`src/rtl/tt_um_serial_subtractor_christ.sv`:
```
// rtl/tt_um_serial_subtractor_christ.sv - bit-serial 6-bit subtractor tile, D = A - B, LSB first
module tt_um_serial_subtractor_christ #(
    parameter int WIDTH = 6
) (
    input  logic       clk,
    input  logic       rst_n,
    input  logic       ena,
    input  logic [7:0] ui_in,
    input  logic [7:0] uio_in,
    output logic [7:0] uo_out,
    output logic [7:0] uio_out,
    output logic [7:0] uio_oe
);

    localparam int CW = $clog2(WIDTH);

    typedef enum logic [1:0] {
        IDLE = 2'd0,
        RUN  = 2'd1,
        DONE = 2'd2
    } state_t;

    state_t           state;
    state_t           state_next;
    logic             start_q;
    logic             start_edge;
    logic             load;
    logic             last_bit;
    logic [WIDTH-1:0] a_sh;
    logic [WIDTH-1:0] b_sh;
    logic [WIDTH-1:0] d_sh;
    logic [WIDTH-1:0] d_sh_next;
    logic [WIDTH-1:0] d_out;
    logic             br;
    logic             br_next;
    logic             d_bit;
    logic             borrow_out;
    logic             done;
    logic [CW-1:0]    cnt;
    logic             unused_ok;

    // ena and the spare input bits carry no function in this tile
    assign unused_ok = &{1'b0, ena, ui_in[6], uio_in[7:6]};

    assign start_edge = ui_in[7] & ~start_q;

    // One full-subtractor bit per clock; the difference bit enters d_sh at the MSB
    always_comb begin
        d_bit     = a_sh[0] ^ b_sh[0] ^ br;
        br_next   = (~a_sh[0] & b_sh[0]) | (~(a_sh[0] ^ b_sh[0]) & br);
        d_sh_next = {d_bit, d_sh[WIDTH-1:1]};
    end

    // Next-state logic: a start edge loads from IDLE/DONE, RUN ends after WIDTH bits
    always_comb begin
        state_next = state;
        load       = 1'b0;
        last_bit   = 1'b0;
        case (state)
            IDLE, DONE: begin
                if (start_edge) begin
                    load       = 1'b1;
                    state_next = RUN;
                end
            end
            RUN: begin
                if (cnt == CW'(WIDTH - 1)) begin
                    last_bit   = 1'b1;
                    state_next = DONE;
                end
            end
            default: state_next = IDLE;
        endcase
    end

    // State register
    always_ff @(posedge clk) begin
        if (!rst_n) begin
            state <= IDLE;
        end else begin
            state <= state_next;
        end
    end

    // Operand shifters, borrow flop, bit counter and committed result
    always_ff @(posedge clk) begin
        if (!rst_n) begin
            start_q    <= 1'b1;
            a_sh       <= '0;
            b_sh       <= '0;
            d_sh       <= '0;
            br         <= 1'b0;
            cnt        <= '0;
            d_out      <= '0;
            borrow_out <= 1'b0;
            done       <= 1'b0;
        end else begin
            start_q <= ui_in[7];
            if (load) begin
                a_sh <= ui_in[WIDTH-1:0];
                b_sh <= uio_in[WIDTH-1:0];
                d_sh <= '0;
                br   <= 1'b0;
                cnt  <= '0;
                done <= 1'b0;
            end else if (state == RUN) begin
                a_sh <= a_sh >> 1;
                b_sh <= b_sh >> 1;
                d_sh <= d_sh_next;
                br   <= br_next;
                cnt  <= cnt + CW'(1);
                if (last_bit) begin
                    d_out      <= d_sh_next;
                    borrow_out <= br_next;
                    done       <= 1'b1;
                end
            end
        end
    end

    assign uo_out  = {done, borrow_out, d_out};
    assign uio_out = 8'h00;
    assign uio_oe  = 8'h00;

endmodule
```
`config.mk`:
```
export PLATFORM = sky130hd
export DESIGN_NAME = tt_um_serial_subtractor_christ
export DESIGN_NICKNAME = d
export VERILOG_FILES = /design/src/rtl/tt_um_serial_subtractor_christ.sv
export SDC_FILE = /design/constraint.sdc
export NUM_CORES = 1
export LEC_CHECK = 0
export BUFFER_PORTS_ARGS = -buffer_cell sky130_fd_sc_hd__buf_4
export CORE_MARGIN = 2
export CORE_UTILIZATION = 41
export DETAILED_ROUTE_END_ITERATION = 7
export PLACE_DENSITY = 0.66
export SLEW_MARGIN = 20
export SYNTH_ARGS = -nofsm -noshare
export SYNTH_HDL_FRONTEND = slang
export SYNTH_SLANG_ARGS = --single-unit
```
`constraint.sdc`:
```
create_clock -name clk -period 1.65 [get_ports clk]
set_clock_uncertainty 0.05 [all_clocks]
set_input_delay 0.0825 -clock clk [delete_from_list [all_inputs] [get_ports clk]]
set_output_delay 0.0825 -clock clk [all_outputs]
set_load 0.05 [all_outputs]
```
# Yosys cells after proc, flatten, opt, wreduce, memory -nomap -nowiden
# Cells that the tools add are included.
# totals
regBits,33
latchBits,0
ram_bits,0
romBits,0
wordCells,45
mem_count,0
# op_classes
addsub,1
n_mul,0
div,0
magnitude_cmp,0
n_eq_ne,5
shift,0
mux,11
n_bitwise,11
reduce_logical,7
# ops
op,count
6-bit two-way mux,4
1-bit NOT,5
1-bit two-way mux,4
2-bit two-way mux,2
2-bit inequality test (second input constant),2
2-bit case mux with 2 select lines,1
2-bit AND reduction,2
2-bit OR reduction,2
3-bit by 1-bit adder with 3-bit output (second input constant),1
1-bit AND,3
3-bit equality test (second input constant),1
3-bit AND reduction,1
2-bit by 1-bit equality test with 1-bit output (second input constant),1
2-bit equality test (second input constant),1
2-bit zero test,1
2-bit nonzero test,1
1-bit bitwise XOR,2
1-bit bitwise OR,1

# Logic depth before layout (Yosys ltp)
# Gate-level depths: netlist of the first run.
# depth
word_depth,6
ltp_mapped,6
mapped_depth_nobuf,5

# Worst setup path before layout of the first run
# No wires, ideal clock.
# synth_timing
path_type,flip-flop to flip-flop
from,register cnt[0]
to,register d_out[0]
setup_time_ps,117
t_arrival_ps,1079
slack_ps,404
stages_incl_launch_ff,6
path_buffers,1
path_cell_list,dfxtp_1 > ha_1 > and4b_1 > buf_6 > mux2i_1 > nor2b_1
# synth_via
elab_chain_cells,4
# synth_lines
item,line_no,source
start: declaration,39,logic [CW-1:0] cnt;
start signal: assignment,111,cnt <= cnt + CW'(1);
3-bit equality test,67,if (cnt == CW'(WIDTH - 1)) begin
1-bit two-way mux,67,
1-bit two-way mux,59,case (state)
3-bit AND reduction (no source line),--,
end signal: assignment,113,d_out <= d_sh_next;
end: declaration,33,logic [WIDTH-1:0] d_out;
# Every way passes these cells.
# A chain may end at the register's enable or synchronous reset.

# Worst setup path after layout of the first run
# layout_timing
from,register cnt[0]
to,register d_out[4]
# Same word-level chain as after synthesis.

==> metrics.md, run 1 <==
| Metric | Value |
|---|---|
| Number of top-level pins | `43` |
| Routed length per instance | `roughly 11 µm` |
| Post-synth top flop | `dfxtp_1` |
| Pwr/cell area | `between 900 and 1000 nW/µm²` |
| CTS tree | `built` |
| Final critical-path share of the clock period | `86.9%` |
| Hold crit path type | `primary input to register` |
| CP bufs+invs | `0` |
| Synth area leaders | `dfxtp_1, buf_4, a21oi_1` |
| Worst path max stage delay | `roughly 0.43 ns` |
| Gpl congestion | `between 0.7 and 0.8` |
| Area after DPL | `between 1500 and 2000 µm²` |
| #FFs+latches synth | `32` |
| CP max FO | `10` |
| Final Setup Violations | `0` |
| Cts bufs inserted | `5` |
| Hpwl dp | `roughly 1700 µm` |
| Sequential area share after synthesis | `a little over two fifths` |
| Root Buffer | `clkbuf_4` |
| Largest net degree at the start of global routing | `24` |
| Vias | `around 1100` |
| Post-Route WL | `roughly 2700 µm` |
| First-pass GRT wire length | `approximately 4400 µm` |
| Mapped cell area | `roughly 1500 µm²` |
| Drt initial violations | `49` |
| Syn_area_per_cell | `9.10 µm²` |
| VDD IR max | `0.379 mV` |
| Syn-to-layout area delta | `21.0%` |
| Max-slew violations | `0` |
| Synth cell types | `33` |
| Nets | `approximately 220` |
| I/O Buffers | `22` |
| H-tree depth | `2` |
| Post-CTS Setup Inserts | `0` |
| Max stage delay cell, worst path | `and4b_2` |
| Max cap viols | `0` |
| Antenna viol nets, final | `0` |
| Post-route DRC | `0` |
| GRT Util Overall | `between 10% and 20%` |
| Minimum clock period | `about 1.4 ns` |
| Worst endpoint required time | `approximately 1.8 ns` |
| Largest delay share family, worst path | `simple AND/OR/NAND/NOR gates` |
| Leak | `0.700 nW` |
| Core area | `about 3400 µm²` |
| Routed vias/inst | `between 4 and 5` |
| Setup TNS Final | `0 ns` |
| Run status | `finished clean` |
| Yosys top cell area share | `between 40% and 50%` |
| WP data arrival | `approximately 1.6 ns` |
| Share of layout cells above drive strength 1 | `22.6%` |
| Max Buffers Root-to-Sink | `2` |
| Syn Inst Count | `approximately 160` |
| Finished Cell Area | `between 1500 and 2000 µm²` |
| CP cell instances | `ha_1 > and4b_2 > mux2i_1 > nor2b_1` |
| Final hold violation count | `0` |
| Yosys warning count | `0` |
| Leading area contributor after synthesis | `dfxtp_1` |
| Die width | `roughly 64 µm` |
| RSZ-0062 raised after global routing | `no` |
| Initial Utilization | `between 40 and 50%` |
| F_max | `between 600 and 700 MHz` |
| CTS clock-pin slew for the worst setup and hold paths | `approximately 0.1 ns` |
| Grt ovf | `0` |
| # rows | `21` |
| Sink Count | `32` |
| CP Launch Type | `register` |
| Number of synthesized flops with an enable pin | `0` |
| Vias in the first global route | `about 1000` |
| Ys async rst share | `0%` |
| Antenna violations before repair | `0` |
| Most common cell in the synthesized netlist | `dfxtp_1` |
| Drt first pass iters | `4` |
| Diode count | `0` |
| Die area | `4090 µm²` |
| Worst-skew pair later-pin latency | `between 0.3 and 0.4 ns` |
| WS Path Type | `register to register` |
| Crit. End Element | `register` |
| Synth top cells by count | `dfxtp_1, a21oi_1, nand2_1` |
| Die Ht | `about 64 µm` |
flip-flops by register name, summed over array words and instances (netlist names):
signal / cells
done: 1
b_sh: 6
d_out: 6
state: 2
cnt: 3
br: 1
a_sh: 6
d_sh: 5
borrow_out: 1
start_q: 1
final timing paths:
check | start | to | slack (ns) | cells after the start
max | cnt[0] | d_out[4] | 0.22 | 4
max reg2reg | cnt[0] | d_out[4] | 0.22 | 4
min | ui_in[0] | a_sh[0] | 0.02 | 3
min reg2reg | b_sh[3] | b_sh[2] | 0.41 | 2
cells by family after synthesis:
logic type               count (synthesis)  synth area share, %
AO/OA/AOI/OAI                           41                 18.0
XOR/XNOR                                 2                 1.19
adder cells (fa/ha/maj)                  3                 3.06
buffers and inverters                   30                 13.7
flip-flops                              32                 43.5
multiplexers                             6                 4.07
other                                    1                0.254
AND/OR/NAND/NOR                         47                 16.3
cell usage in the layout, fill, tap and decap left out, types with 3 or more instances in the layout:
master         netlist  layout
a21oi_1             22      22
nor2b_1              7       7
dlygate4sd3_1        0      12
inv_1                3       3
o21ai_2              8       8
buf_4               18      25
nand3_1              4       4
conb_1               1      16
clkbuf_4             0       5
mux2i_1              6       6
nor2_1               6       6
nand2_1             21      21
dfxtp_1             32      32
tightest hold or removal path, stage by stage:
cell and delay [ns]:
buf_4 0.09, a22oi_1 0.07, a21boi_0 0.14
layout make-up:
| type | count | area (µm²) |
|---|---|---|
| Clock inverter | 2 | 35.0 |
| Timing Repair Buffer | 37 | 308 |
| Sequential cell | 32 | 641 |
| Clock buffer | 6 | 41.3 |
| Fill cell | 315 | 1610 |
| Multi-Input combinational cell | 115 | 689 |
| Tap cell | 46 | 57.6 |
| Inverter | 3 | 11.3 |
stage by stage:
stage          utilization [%]  std cells  setup slack [ns]  hold slack (ns)  power, W
6_report                  52.6        241             0.217           0.0172   0.00162
5_1_grt                   52.6        241             0.121           0.0133   0.00170
4_1_cts                   52.3        240            0.0707          0.00659   0.00164
3_5_place_dp              46.8        221            0.0949            0.248   0.00104
3_3_place_gp              46.8        221             0.103            0.241   0.00103
2_1_floorplan                -        177             0.404            0.106   0.00102
power by group:
part           internal, W  switching [W]
sequential        0.000795      0.0000148
clock             0.000317       0.000261
combinational    0.0000804       0.000152
total              0.00119       0.000428
routing by layer:
| layer | up-vias | wire (µm) | global-route usage, % |
|---|---|---|---|
| li1 | 568 | - | - |
| met1 | 509 | 1060 | 14.3 |
| met2 | 32 | 1400 | 25.0 |
| met3 | 5 | 167 | 6.51 |
| met4 | 0 | 40 | 4.89 |
| met5 | - | 0 | 0 |
what timing repair did:
| item | in CTS | in global routing |
|---|---|---|
| setup endpoints to repair | 0 | 6 |
| hold buffers | 11 | 1 |
| resized for setup | 0 | 1 |
| endpoints found under the hold margin | 11 | 1 |
(Power assumes the default switching activity.)
==> inputs of run 2 (changes only) <==
CAP_MARGIN = 20   (was not set)
clock period = 1.8 ns   (was 1.65 ns; I/O delays follow)
==> metrics.md, run 2 (synthesis results as in run 1) <==
| Metric | Value |
|---|---|
| Max-slew violations | `0` |
| Routed length per instance | `10.9 µm` |
| Hpwl dp | `1760 µm` |
| Drt initial violations | `40` |
| # rows | `21` |
| Final Setup Violations | `0` |
| Gpl congestion | `~0.73` |
| Most frequent cells in the layout | `dfxtp_1, buf_4, a21oi_1` |
| Leak | `a little under 0.7 nW` |
| Fin worst setup slack | `between 0.15 and 0.2 ns` |
| Die width | `64.0 µm` |
| Initial Utilization | `43.5%` |
| WP data arrival | `about 1.8 ns` |
| F_max | `between 600 and 700 MHz` |
| Cell Count, Final, Fillers Out | `238` |
| Hold crit path type | `primary input to register` |
| Grt ovf | `0` |
| Vias | `~1100` |
| Syn-to-layout area delta | `17.7%` |
| Antenna viol nets, final | `0` |
| Root Buffer | `clkbuf_4` |
| Placed insts | `220` |
| VDD IR max | `0.415 mV` |
| Share of layout cells above drive strength 1 | `roughly a fifth` |
| CTS clock-pin slew for the worst setup and hold paths | `approximately 0.090 ns` |
| Worst-skew pair later-pin latency | `roughly 0.33 ns` |
| Diode count | `0` |
| Max Buffers Root-to-Sink | `2` |
| GRT Util Overall | `about 15%` |
| First-pass GRT wire length | `between 4000 and 5000 µm` |
| Cts bufs inserted | `5` |
| CP Launch Type | `register` |
| Routed vias/inst | `roughly 4.7` |
| CP max FO | `10` |
| Max cap viols | `0` |
| Antenna violations before repair | `0` |
| Minimum clock period | `1.60 ns` |
| Worst endpoint required time | `around 2 ns` |
| Sink Count | `32` |
| Number of top-level pins | `43` |
| Vias in the first global route | `around 1100` |
| Slew @ Worst Pin | `around 0.7 ns` |
| Worst R2R Start | `cnt[0]` |
| Pwr Total | `0.00132 W` |
| Post-route DRC | `0` |
| Drt first pass iters | `3` |
| Relative slew slack | `a little over half` |
| Final hold violation count | `0` |
| CTS tree | `built` |
| Crit. Startpoint | `cnt[0]` |
| Max stage delay cell, worst path | `and4b_1` |
| Post-CTS Setup Inserts | `0` |
| Final critical-path share of the clock period | `about nine tenths` |
| WS Path Type | `register to register` |
| Worst Min Path Start | `uio_in[0]` |
| Leading registers by flop count | `a_sh (6), b_sh (6), d_out (6)` |
| Largest net degree at the start of global routing | `24` |
| Setup TNS Final | `0 ns` |
| Commonest non-fill, non-tap cell in the layout | `dfxtp_1` |
| Die Ht | `64.0 µm` |
| Nets | `roughly 210` |
| Pre-CTS WS | `around 0.19 ns` |
| Run status | `finished clean` |
| CP cell instances | `ha_1 > and4b_1 > mux2i_1 > nor2b_1` |
| Pwr/cell area | `between 700 and 800 nW/µm²` |
| I/O Buffers | `22` |
| Core area | `3390 µm²` |
| H-tree depth | `2` |
| Die area | `around 4100 µm²` |
| Crit. End Element | `register` |
| Worst path max stage delay | `0.55 ns` |
| Post-Route WL | `approximately 2600 µm` |
| RSZ-0062 raised after global routing | `no` |
| Min Hold Slack | `about 0.026 ns` |
==> run 2: changes by cell type in the layout (fill, tap and decap cells not counted), sizes merged <==
cell / change
bufinv: -1
buf: -1
dlygate4sd3: -1
==> run 2: area by class of cell <==
type	count	area, µm²
clock buffer	6	41.3
clock inverter	1	5.00
multi-input combinational	115	688
timing repair buffer	35	290
inverter	3	11.3
tap	46	57.6
fill	324	1660
sequential	32	641
==> run 2: power by group <==
group          total, W  internal, W  switching (W)
registers      0.000742     0.000728      0.0000138
clock network  0.000375     0.000144       0.000231
logic          0.000208    0.0000708       0.000137
==> run 2: worst max-delay path, delay by kind of cell (launching register included) <==
kind	cells	cell delay, ns
and+or+nand+nor	2	0.61
DFF	1	0.40
muxes	1	0.24
adders and majority gates	1	0.20
==> run 2: final timing paths <==
check             endpoint  slack, ns  cells after the start
setup / recovery  d_out[1]       0.20                      4
hold / removal     b_sh[0]       0.03                      3
setup reg to reg  d_out[1]       0.20                      4
hold reg to reg    b_sh[1]       0.40                      2
==> run 2: metal layers <==
layer / part of all wire, % / vias to the layer above / track usage (%)
met4: 1.7 / 0 / 5.71
met3: 6.2 / 5 / 7.39
met5: 0 / - / 0
met2: 49 / 31 / 25.3
li1: - / 565 / -
met1: 43 / 510 / 15.2
==> run 2: timing repair <==
item                                   in CTS  in global routing
resized for setup                           0                  0
endpoints found under the hold margin      11                  0
hold buffers                               11                  0
==> run 2: through the flow <==
step	util, %	area, µm²
CTS	51.2	1730
finish	51.2	1730
detailed placement	46.5	1580
global route	51.2	1730
floorplan	-	1530
global placement	46.5	1580
